==> src/rtl/bubsys_rom_slot_arbiter_pkg.sv <==
// ============================================================================
// bubsys_rom_slot_arbiter_pkg : shared types and constants for the ROM arbiter
// Rev 1.0
// ============================================================================
`default_nettype none

package bubsys_rom_slot_arbiter_pkg;

  localparam int SDRAM_AW = 22;
  localparam int DW       = 16;

  // Bank 0 layout: game program at the bottom, bootloader above it.
  localparam logic [SDRAM_AW-1:0] GAME_OFFSET = 22'h00_0000;
  localparam logic [SDRAM_AW-1:0] BOOT_OFFSET = 22'h02_0000;

  typedef enum logic [1:0] {
    IDLE = 2'd0,
    REQ  = 2'd1,
    WAIT = 2'd2
  } arb_state_t;

endpackage

`default_nettype wire

==> src/rtl/bubsys_rom_slot_cache.sv <==
// ============================================================================
// bubsys_rom_slot_cache : one-word tagged read cache with combinational hit
// Rev 1.0
// ============================================================================
`default_nettype none

module bubsys_rom_slot_cache
  import bubsys_rom_slot_arbiter_pkg::*;
#(
  parameter int AW = 17
) (
  input  logic          clk,
  input  logic          rst,
  input  logic          i_fill,
  input  logic [AW-1:0] i_fill_tag,
  input  logic [DW-1:0] i_fill_data,
  input  logic          i_cs,
  input  logic [AW-1:0] i_addr,
  output logic [DW-1:0] o_dout,
  output logic          o_ok
);

  logic          r_valid;
  logic [AW-1:0] r_tag;
  logic [DW-1:0] r_data;

  always_ff @(posedge clk) begin
    if (rst) begin
      r_valid <= 1'b0;
      r_tag   <= '0;
      r_data  <= '0;
    end else if (i_fill) begin
      r_valid <= 1'b1;
      r_tag   <= i_fill_tag;
      r_data  <= i_fill_data;
    end
  end

  assign o_ok   = i_cs & r_valid & (r_tag == i_addr);
  assign o_dout = r_data;

endmodule

`default_nettype wire

==> src/rtl/bubsys_rom_slot_arbiter.sv <==
// ============================================================================
// bubsys_rom_slot_arbiter : two cached ROM slots sharing the SDRAM bank 0 port
// Rev 1.0
// ============================================================================
`default_nettype none

module bubsys_rom_slot_arbiter
  import bubsys_rom_slot_arbiter_pkg::*;
#(
  parameter int                  SLOT0_AW     = 17,
  parameter int                  SLOT1_AW     = 15,
  parameter logic [SDRAM_AW-1:0] SLOT0_OFFSET = GAME_OFFSET,
  parameter logic [SDRAM_AW-1:0] SLOT1_OFFSET = BOOT_OFFSET,
  parameter logic [7:0]          TIMEOUT      = 8'd255
) (
  input  logic                i_EMU_MCLK,
  input  logic                i_EMU_INITRST,
  input  logic                i_EN,
  input  logic                i_SLOT0_CS,
  input  logic [SLOT0_AW-1:0] i_SLOT0_ADDR,
  output logic [DW-1:0]       o_SLOT0_DOUT,
  output logic                o_SLOT0_OK,
  input  logic                i_SLOT1_CS,
  input  logic [SLOT1_AW-1:0] i_SLOT1_ADDR,
  output logic [DW-1:0]       o_SLOT1_DOUT,
  output logic                o_SLOT1_OK,
  output logic [SDRAM_AW-1:0] o_SDRAM_ADDR,
  output logic                o_SDRAM_REQ,
  input  logic                i_SDRAM_ACK,
  input  logic                i_SDRAM_DST,
  input  logic                i_SDRAM_RDY,
  input  logic [DW-1:0]       i_SDRAM_DATA,
  output logic                o_BUSY
);

  // A low enable (download not finished) clears everything like a reset.
  logic w_rst;
  assign w_rst = i_EMU_INITRST | ~i_EN;

  arb_state_t          r_state, w_state_nxt;
  logic                r_req, w_req_nxt;
  logic [SDRAM_AW-1:0] r_addr, w_addr_nxt;
  logic                r_ptr, w_ptr_nxt;
  logic                r_grant, w_grant_nxt;
  logic [7:0]          r_wdog, w_wdog_nxt;
  logic                r_dst_seen, w_dst_seen_nxt;
  logic [SLOT0_AW-1:0] r_ptag0, w_ptag0_nxt;
  logic [SLOT1_AW-1:0] r_ptag1, w_ptag1_nxt;
  logic                w_fill0, w_fill1;
  logic                w_pick;
  logic                w_miss0, w_miss1;
  logic [SDRAM_AW-1:0] w_sdram0, w_sdram1;

  assign w_miss0  = i_SLOT0_CS & ~o_SLOT0_OK;
  assign w_miss1  = i_SLOT1_CS & ~o_SLOT1_OK;
  assign w_sdram0 = SLOT0_OFFSET + SDRAM_AW'(i_SLOT0_ADDR);
  assign w_sdram1 = SLOT1_OFFSET + SDRAM_AW'(i_SLOT1_ADDR);

  always_comb begin
    w_state_nxt    = r_state;
    w_req_nxt      = r_req;
    w_addr_nxt     = r_addr;
    w_ptr_nxt      = r_ptr;
    w_grant_nxt    = r_grant;
    w_wdog_nxt     = r_wdog;
    w_dst_seen_nxt = r_dst_seen;
    w_ptag0_nxt    = r_ptag0;
    w_ptag1_nxt    = r_ptag1;
    w_fill0        = 1'b0;
    w_fill1        = 1'b0;
    w_pick         = 1'b0;
    case (r_state)
      IDLE: begin
        if (w_miss0 | w_miss1) begin
          // Pointer only advances when both slots contend.
          if (w_miss0 & w_miss1) begin
            w_pick    = r_ptr;
            w_ptr_nxt = ~r_ptr;
          end else begin
            w_pick = w_miss1;
          end
          w_grant_nxt = w_pick;
          if (!w_pick) begin
            w_ptag0_nxt = i_SLOT0_ADDR;
            w_addr_nxt  = w_sdram0;
          end else begin
            w_ptag1_nxt = i_SLOT1_ADDR;
            w_addr_nxt  = w_sdram1;
          end
          w_req_nxt   = 1'b1;
          w_state_nxt = REQ;
        end
      end
      REQ: begin
        w_wdog_nxt     = '0;
        w_dst_seen_nxt = 1'b0;
        if (i_SDRAM_ACK) begin
          w_req_nxt   = 1'b0;
          w_state_nxt = WAIT;
        end
      end
      WAIT: begin
        w_wdog_nxt = 8'(r_wdog + 8'd1);
        if (i_SDRAM_DST && !r_dst_seen) begin
          w_dst_seen_nxt = 1'b1;
          w_fill0        = ~r_grant;
          w_fill1        = r_grant;
        end
        if (i_SDRAM_RDY) begin
          w_state_nxt = IDLE;
        end else if ((TIMEOUT != 8'd0) && (w_wdog_nxt == TIMEOUT)) begin
          w_state_nxt = IDLE;
        end
      end
      default: begin
        w_state_nxt = IDLE;
        w_req_nxt   = 1'b0;
      end
    endcase
  end

  always_ff @(posedge i_EMU_MCLK) begin
    if (w_rst) begin
      r_state    <= IDLE;
      r_req      <= 1'b0;
      r_addr     <= '0;
      r_ptr      <= 1'b0;
      r_grant    <= 1'b0;
      r_wdog     <= '0;
      r_dst_seen <= 1'b0;
      r_ptag0    <= '0;
      r_ptag1    <= '0;
    end else begin
      r_state    <= w_state_nxt;
      r_req      <= w_req_nxt;
      r_addr     <= w_addr_nxt;
      r_ptr      <= w_ptr_nxt;
      r_grant    <= w_grant_nxt;
      r_wdog     <= w_wdog_nxt;
      r_dst_seen <= w_dst_seen_nxt;
      r_ptag0    <= w_ptag0_nxt;
      r_ptag1    <= w_ptag1_nxt;
    end
  end

  bubsys_rom_slot_cache #(.AW(SLOT0_AW)) u_cache0 (
    .clk         (i_EMU_MCLK),
    .rst         (w_rst),
    .i_fill      (w_fill0),
    .i_fill_tag  (r_ptag0),
    .i_fill_data (i_SDRAM_DATA),
    .i_cs        (i_SLOT0_CS),
    .i_addr      (i_SLOT0_ADDR),
    .o_dout      (o_SLOT0_DOUT),
    .o_ok        (o_SLOT0_OK)
  );

  bubsys_rom_slot_cache #(.AW(SLOT1_AW)) u_cache1 (
    .clk         (i_EMU_MCLK),
    .rst         (w_rst),
    .i_fill      (w_fill1),
    .i_fill_tag  (r_ptag1),
    .i_fill_data (i_SDRAM_DATA),
    .i_cs        (i_SLOT1_CS),
    .i_addr      (i_SLOT1_ADDR),
    .o_dout      (o_SLOT1_DOUT),
    .o_ok        (o_SLOT1_OK)
  );

  assign o_SDRAM_REQ  = r_req;
  assign o_SDRAM_ADDR = r_addr;
  assign o_BUSY       = (r_state != IDLE);

endmodule

`default_nettype wire

==> config.mk <==
export PLATFORM = sky130hd
export DESIGN_NAME = bubsys_rom_slot_arbiter
export DESIGN_NICKNAME = d
export VERILOG_FILES = /design/src/rtl/bubsys_rom_slot_arbiter_pkg.sv /design/src/rtl/bubsys_rom_slot_cache.sv /design/src/rtl/bubsys_rom_slot_arbiter.sv
export SDC_FILE = /design/constraint.sdc
export NUM_CORES = 1
export LEC_CHECK = 0
export BUFFER_PORTS_ARGS = -buffer_cell sky130_fd_sc_hd__clkbuf_2
export CAP_MARGIN = 20
export CORE_UTILIZATION = 58
export CTS_CLUSTER_DIAMETER = 40
export DETAILED_ROUTE_END_ITERATION = 10
export GPL_ROUTABILITY_DRIVEN = 0
export GPL_TIMING_DRIVEN = 0
export PLACE_DENSITY = 0.86
export SYNTH_ARGS = -nofsm -noshare
export SYNTH_HDL_FRONTEND = slang
export SYNTH_HIERARCHICAL = 1
export SYNTH_SLANG_ARGS = --single-unit
==> constraint.sdc <==
create_clock -name i_EMU_MCLK -period 3.3 [get_ports i_EMU_MCLK]
set_input_delay 0.33 -clock i_EMU_MCLK [delete_from_list [all_inputs] [get_ports i_EMU_MCLK]]
set_output_delay 0.33 -clock i_EMU_MCLK [all_outputs]
set_load 0.005 [all_outputs]
==> results of run 1 <==
-- registers in the layout, summed over array words and instances (netlist names) --
register and flops:
u_cache1/r_valid 1, r_ptr 1, r_state 2, u_cache0/r_tag 17, r_ptag0 17, o_SDRAM_ADDR 18
u_cache0/o_dout 16, o_SDRAM_REQ 1, u_cache0/r_valid 1, r_ptag1 15, u_cache1/o_dout 16, u_cache1/r_tag 15
r_dst_seen 1, r_wdog 8
-- placed cells by master, fill, tap and decap left out, drive strengths merged, types with 2 or more instances in the layout --
cell type	Yosys	routed
nor4	5	5
a21oi	48	48
ha	5	5
inv	8	15
a31oi	16	16
clkbuf	16	142
nor3b	2	2
nor2	82	82
nand2b	2	2
bufinv	0	3
nand4	8	8
mux2i	66	66
nor2b	3	3
o21ai	6	6
or3	2	2
nor3	5	5
nand2	101	101
nand3	4	4
clkinv	0	4
conb	1	4
buf	19	19
xor2	7	7
dfxtp	129	129
xnor2	27	27
-- per-stage QoR --
step	hold slack [ns]	util	total power [W]	cells
finish	0.0538	0.746	0.00381	823
global route	0.0556	0.746	0.00390	823
CTS	0.0397	0.746	0.00380	823
detailed placement	0.448	0.676	0.00188	792
global placement	0.441	0.676	0.00188	792
floorplan	0.434	-	0.00177	575
-- layout make-up --
type / instances / area [sq um]
Buffer: 35 / 184
Clock buffer: 17 / 414
Clock inverter: 14 / 196
Fill cell: 569 / 2200
Inverter: 8 / 30.0
Multi-Input combinational cell: 403 / 2390
Sequential cell: 129 / 2580
Tap cell: 108 / 135
Timing Repair Buffer: 109 / 546
-- critical path, cell delays in order, from the launching register on --
cell and delay (ns):
dfxtp_1 0.32, xor2_1 0.17, or4_1 0.52, nor4_2 0.43, nand2b_1 0.31, nand2_1 0.12
nand2_1 0.29, buf_2 0.31, nand2_1 0.10, a31oi_1 0.17
-- kinds of logic after synthesis --
| group | Yosys count |
|---|---|
| flops | 129 |
| mux | 67 |
| buf+inv | 43 |
| xor+xnor | 34 |
| compound gates | 76 |
| other cells | 1 |
| fa+ha+maj | 5 |
| simple gates | 217 |
-- path summary, 6_finish.rpt --
| kind | startpoint | to | slack (ns) | cells past startpoint |
|---|---|---|---|---|
| max | u_cache1/r_tag[8] | o_SDRAM_ADDR[4] | 0.46 | 9 |
| max reg2reg | u_cache1/r_tag[8] | o_SDRAM_ADDR[4] | 0.46 | 9 |
| min reg2reg | r_ptag1[5] | r_ptag1[5] | 0.46 | 2 |
| min | i_SDRAM_DATA[13] | u_cache0/o_dout[13] | 0.05 | 3 |
-- where the power goes --
group          switching (W)  internal, W  leakage [nW]
sequential         0.0000167      0.00158          1.04
combinational       0.000169    0.0000940          1.11
clock               0.000765      0.00118         0.301
total               0.000952      0.00286          2.45
-- metal layers --
layer	vias up	wire length, um	share of wire
li1	2168	-	-
met5	-	0	0
met1	2258	5490	0.38
met4	0	560	0.039
met3	46	1210	0.085
met2	246	7090	0.49
==> run_results.csv, run 1 <==
group,metric,value,unit
status,status,"finished clean",
clock_tree,clk_transition_reported_paths,0.07,ns
global_route,gr-usage-all-layers,0.321,
yosys,synth_edf_count,0,
placed_design,pre_cts_ws,0.444,ns
timing,slew_viol_final,0,
drt,drt-wirelength-per-cell,17.4,um
yosys,synthArstFlopShare,0,
global_route,grt_max_degree,17,
global_route,antenna_found_initial,0,
drt,drt-total-wl,14400,um
pwr,ir_drop,0.408,mV
setup_path,critPathCaptureType,"flop",
floorplan,core_area,0.00868,sq mm
drt,dr.pass1.iters,6,
floorplan,dieArea,0.00930,sq mm
yosys,synth_top_family_by_area,"simple AND/OR/NAND/NOR gates",
placed_design,hpwl,9510,um
yosys,synth.most_common_cell,"dfxtp_1",
clock_tree,cts_sinks,129,
floorplan,die_w,96.5,um
clock_tree,htree_num_levels,4,
yosys,yosys.area_share.adder,0.0121,
yosys,synth-simple-area-share,0.177,
timing,clock.fmax,0.352,GHz
timing,setup_tns,0,ns
global_route,grt.busiest_layer,"met2",
final_layout,num_antenna_cells,0,
setup_path,crit_fanout,10,
yosys,synth-xor-area-share,0.0575,
drt,drt_iter0_markers,333,
drt,viasPerCell,5.73,
setup_path,cp-start-kind,"flop",
final_layout,final_cell_area,0.00648,sq mm
global_route,met3_usage,0.101,
yosys,synth_compound_area_frac,0.0827,
drt,route.detailed.drc,0,
yosys,yosysSeqAreaShare,0.499,
yosys,yosys.area.top_type,"dfxtp_1",
timing,slew_headroom,0.446,
timing,finalHoldViolCount,0,
clock_tree,ctsRootBufferMaster,"clkbuf_8",
yosys,synth_top_area_share,0.499,
floorplan,start_util,0.596,
clock_tree,insertion_delay,0.53,ns
global_route,first_global_vias,4660,
pwr,leakagePower,2.45,nW
floorplan,ios,114,
setup_path,crit_type,"flop to flop",
timing,worst_slack,0.462,ns
clock_tree,postCtsSetupBuffers,0,
timing,skew,0.00976,ns
flow_run,maxCapViolations,0,
setup_path,cp.required,3.74,ns
yosys,synth.area.top_cells,"dfxtp_1 50%, mux2i_1 13%, nand2_1 7.3%",
floorplan,rows,34,
clock_tree,post_cts_resized,0,
setup_path,critPathArrivalTime,3.28,ns
global_route,grt_pass1_wl,22100,um
yosys,syn_area,0.00517,sq mm
floorplan,die_h,96.5,um
yosys,ys_top_cells_by_count,"129 x dfxtp_1, 101 x nand2_1, 82 x nor2_1, 66 x mux2i_1, 47 x a21oi_1",
yosys,synth.avg_cell_area,9.05,sq um
clock_tree,cts_hold_buf,0,
timing,tightest_slew,0.831,ns
timing,setup_viol,0,
pwr,power_density,588,mW/mm^2
clock_tree,cts_tree,"done",
yosys,synthDistinctLibCells,38,
placed_design,place_area,0.00587,sq mm
global_route,met2_usage,0.548,
yosys,muxShareOfSynthArea,0.130,
timing,rsz0062_at_grt,"false",
global_route,overflow,0,
placed_design,io_buffers,109,
clock_tree,clockBufferDepth,2,
timing,period_minus_slack,2.84,ns
final_layout,layout-drive-gt1-share,0.234,
final_layout,nNetsFinal,764,
global_route,grtUsageMet1,0.356,
yosys,ys.flop_type,"dfxtp_1",
yosys,yosys_warnings,6,
timing,period_share,0.860,
final_layout,areaGrowthSynthToFinish,25.2,%
min_path,holdCritPathClass,"input port to flop",
yosys,synthCells,572,
yosys,synth.ff_latch_count,129,
drt,route.vias.total,4718,
clock_tree,cts_buffers,17,
drt,detail-route-antenna-nets,0,
Power figures use the tool's default switching activity.
==> run 2, diff against run 1 <==
Settings changed: PLACE_DENSITY 0.86 to 0.83, SKIP_LAST_GASP from default to 1.
==> run 2 against run 1 <==
Wire length down 1.2%. Maximum frequency down 0.94%. First-iteration DRC count down 3.0%. Critical endpoint is now o_SDRAM_ADDR[7]. Highest routed layer unchanged.
==> run_results.csv, run 2 (synthesis results as in run 1) <==
group,metric,value,unit
final_layout,final_common_cell,"dfxtp_1",
placed_design,hpwl,9800,um
clock_tree,insertion_delay,0.52,ns
timing,period_minus_slack,2.87,ns
final_layout,final_cell_area,0.00649,sq mm
drt,route.detailed.drc,0,
global_route,first_global_vias,4612,
clock_tree,clockBufferDepth,2,
setup_path,cp_slowest_stage_delay,0.54,ns
final_layout,largest_register_ffs,18,
drt,viasPerCell,5.66,
drt,drt-wirelength-per-cell,17.2,um
setup_path,cp.required,3.72,ns
drt,drt-total-wl,14200,um
drt,met2_length,7190,um
final_layout,fin_util,0.748,
clock_tree,cts_sinks,129,
clock_tree,cts_hold_buf,0,
drt,dr.pass1.iters,5,
floorplan,ios,114,
global_route,gr-usage-all-layers,0.320,
timing,slew_viol_final,0,
final_layout,nNetsFinal,764,
pwr,power_density,588,mW/mm^2
setup_path,cp-start-kind,"flop",
setup_path,critPathArrivalTime,3.29,ns
timing,slew_headroom,0.456,
floorplan,start_util,0.596,
setup_path,cp_cell_sequence,"xor2_1 -> or4_1 -> nor4_2 -> nand2b_1 -> nand2_1 -> nand2_1 -> buf_2 -> nand2_1 -> a31oi_1",
final_layout,num_antenna_cells,0,
timing,tightest_slew,0.816,ns
global_route,grt_pass1_wl,22100,um
timing,setup_tns,0,ns
floorplan,dieArea,0.00930,sq mm
drt,drt_iter0_markers,323,
final_layout,areaGrowthSynthToFinish,25.4,%
drt,highest_layer,"met4",
placed_design,io_buffers,109,
drt,met3_wirelength,1070,um
clock_tree,clk_transition_reported_paths,0.06,ns
pwr,ir_drop,0.381,mV
clock_tree,cts_buffers,17,
drt,route.vias.total,4661,
setup_path,crit_fanout,10,
timing,period_share,0.868,
floorplan,core_area,0.00868,sq mm
floorplan,rows,34,
flow_run,maxCapViolations,0,
clock_tree,ctsRootBufferMaster,"clkbuf_8",
drt,wl_met1,5470,um
status,status,"finished clean",
setup_path,crit_path_frequent_cell,"nand2_1",
timing,skew,0.00948,ns
setup_path,crit_path_top_delay_cell,"or4_1",
clock_tree,cts_tree,"done",
floorplan,die_w,96.5,um
global_route,antenna_found_initial,0,
clock_tree,htree_num_levels,4,
clock_tree,post_cts_resized,0,
min_path,holdCritPathClass,"input port to flop",
timing,clock.fmax,0.349,GHz
timing,rsz0062_at_grt,"false",
floorplan,die_h,96.5,um
timing,setup_viol,0,
timing,finalHoldViolCount,0,
final_layout,layout_common_cells,"129 x dfxtp_1, 109 x clkbuf_2, 101 x nand2_1",
setup_path,crit_type,"flop to flop",
setup_path,critPathCaptureType,"flop",
clock_tree,postCtsSetupBuffers,0,
placed_design,place_area,0.00587,sq mm
drt,detail-route-antenna-nets,0,
global_route,grt_max_degree,17,
global_route,overflow,0,
final_layout,layout-drive-gt1-share,0.235,
pwr,leakagePower,2.46,nW
## run 2: per-stage QoR
stage | setup slack [ns] | std cells | hold slack (ns) | total power, W
5_1_grt | 0.323 | 824 | 0.0614 | 0.00392
3_3_place_gp | 0.536 | 792 | 0.442 | 0.00188
3_5_place_dp | 0.487 | 792 | 0.448 | 0.00189
2_1_floorplan | 1.03 | 575 | 0.434 | 0.00177
4_1_cts | 0.473 | 824 | 0.0542 | 0.00382
6_report | 0.435 | 824 | 0.0686 | 0.00381
## run 2: cell type report
| type | count | area [sq um] |
|---|---|---|
| flip-flops and latches | 129 | 2580 |
| multi-input cells | 403 | 2390 |
| fillers | 591 | 2190 |
| repair buffers | 109 | 546 |
| clock buffers | 20 | 455 |
| well taps | 108 | 135 |
| clock inverters | 12 | 168 |
| plain buffers | 35 | 184 |
| inverters | 8 | 30.0 |
## run 2: worst paths after layout
path / start / to / slack, ns / cells after the start
worst min-delay path: i_SDRAM_DATA[6] / u_cache0/o_dout[6] / 0.07 / 3
worst max register to register: u_cache1/r_tag[14] / o_SDRAM_ADDR[7] / 0.43 / 9
worst max-delay path: u_cache1/r_tag[14] / o_SDRAM_ADDR[7] / 0.43 / 9
worst min register to register: r_ptag0[12] / r_ptag0[12] / 0.46 / 2
## run 2: per-layer routing
metal,track usage,up-vias
li1,-,2176
met1,0.356,2217
met2,0.553,237
met5,0,-
met4,0.179,0
met3,0.0837,31
## run 2: worst max-delay path, delay by kind of cell, from the launching register on
| kind | cells | cell delay, ns |
|---|---|---|
| AND/OR/NAND/NOR | 6 | 1.83 |
| flip-flops | 1 | 0.32 |
| XOR/XNOR | 1 | 0.17 |
| buffers and inverters | 1 | 0.30 |
| AO/OA/AOI/OAI | 1 | 0.17 |
## run 2: where the power goes
group	internal, W	switching (W)
logic	0.0000941	0.000170
registers	0.00158	0.0000163
clock network	0.00123	0.000723
total	0.00290	0.000909
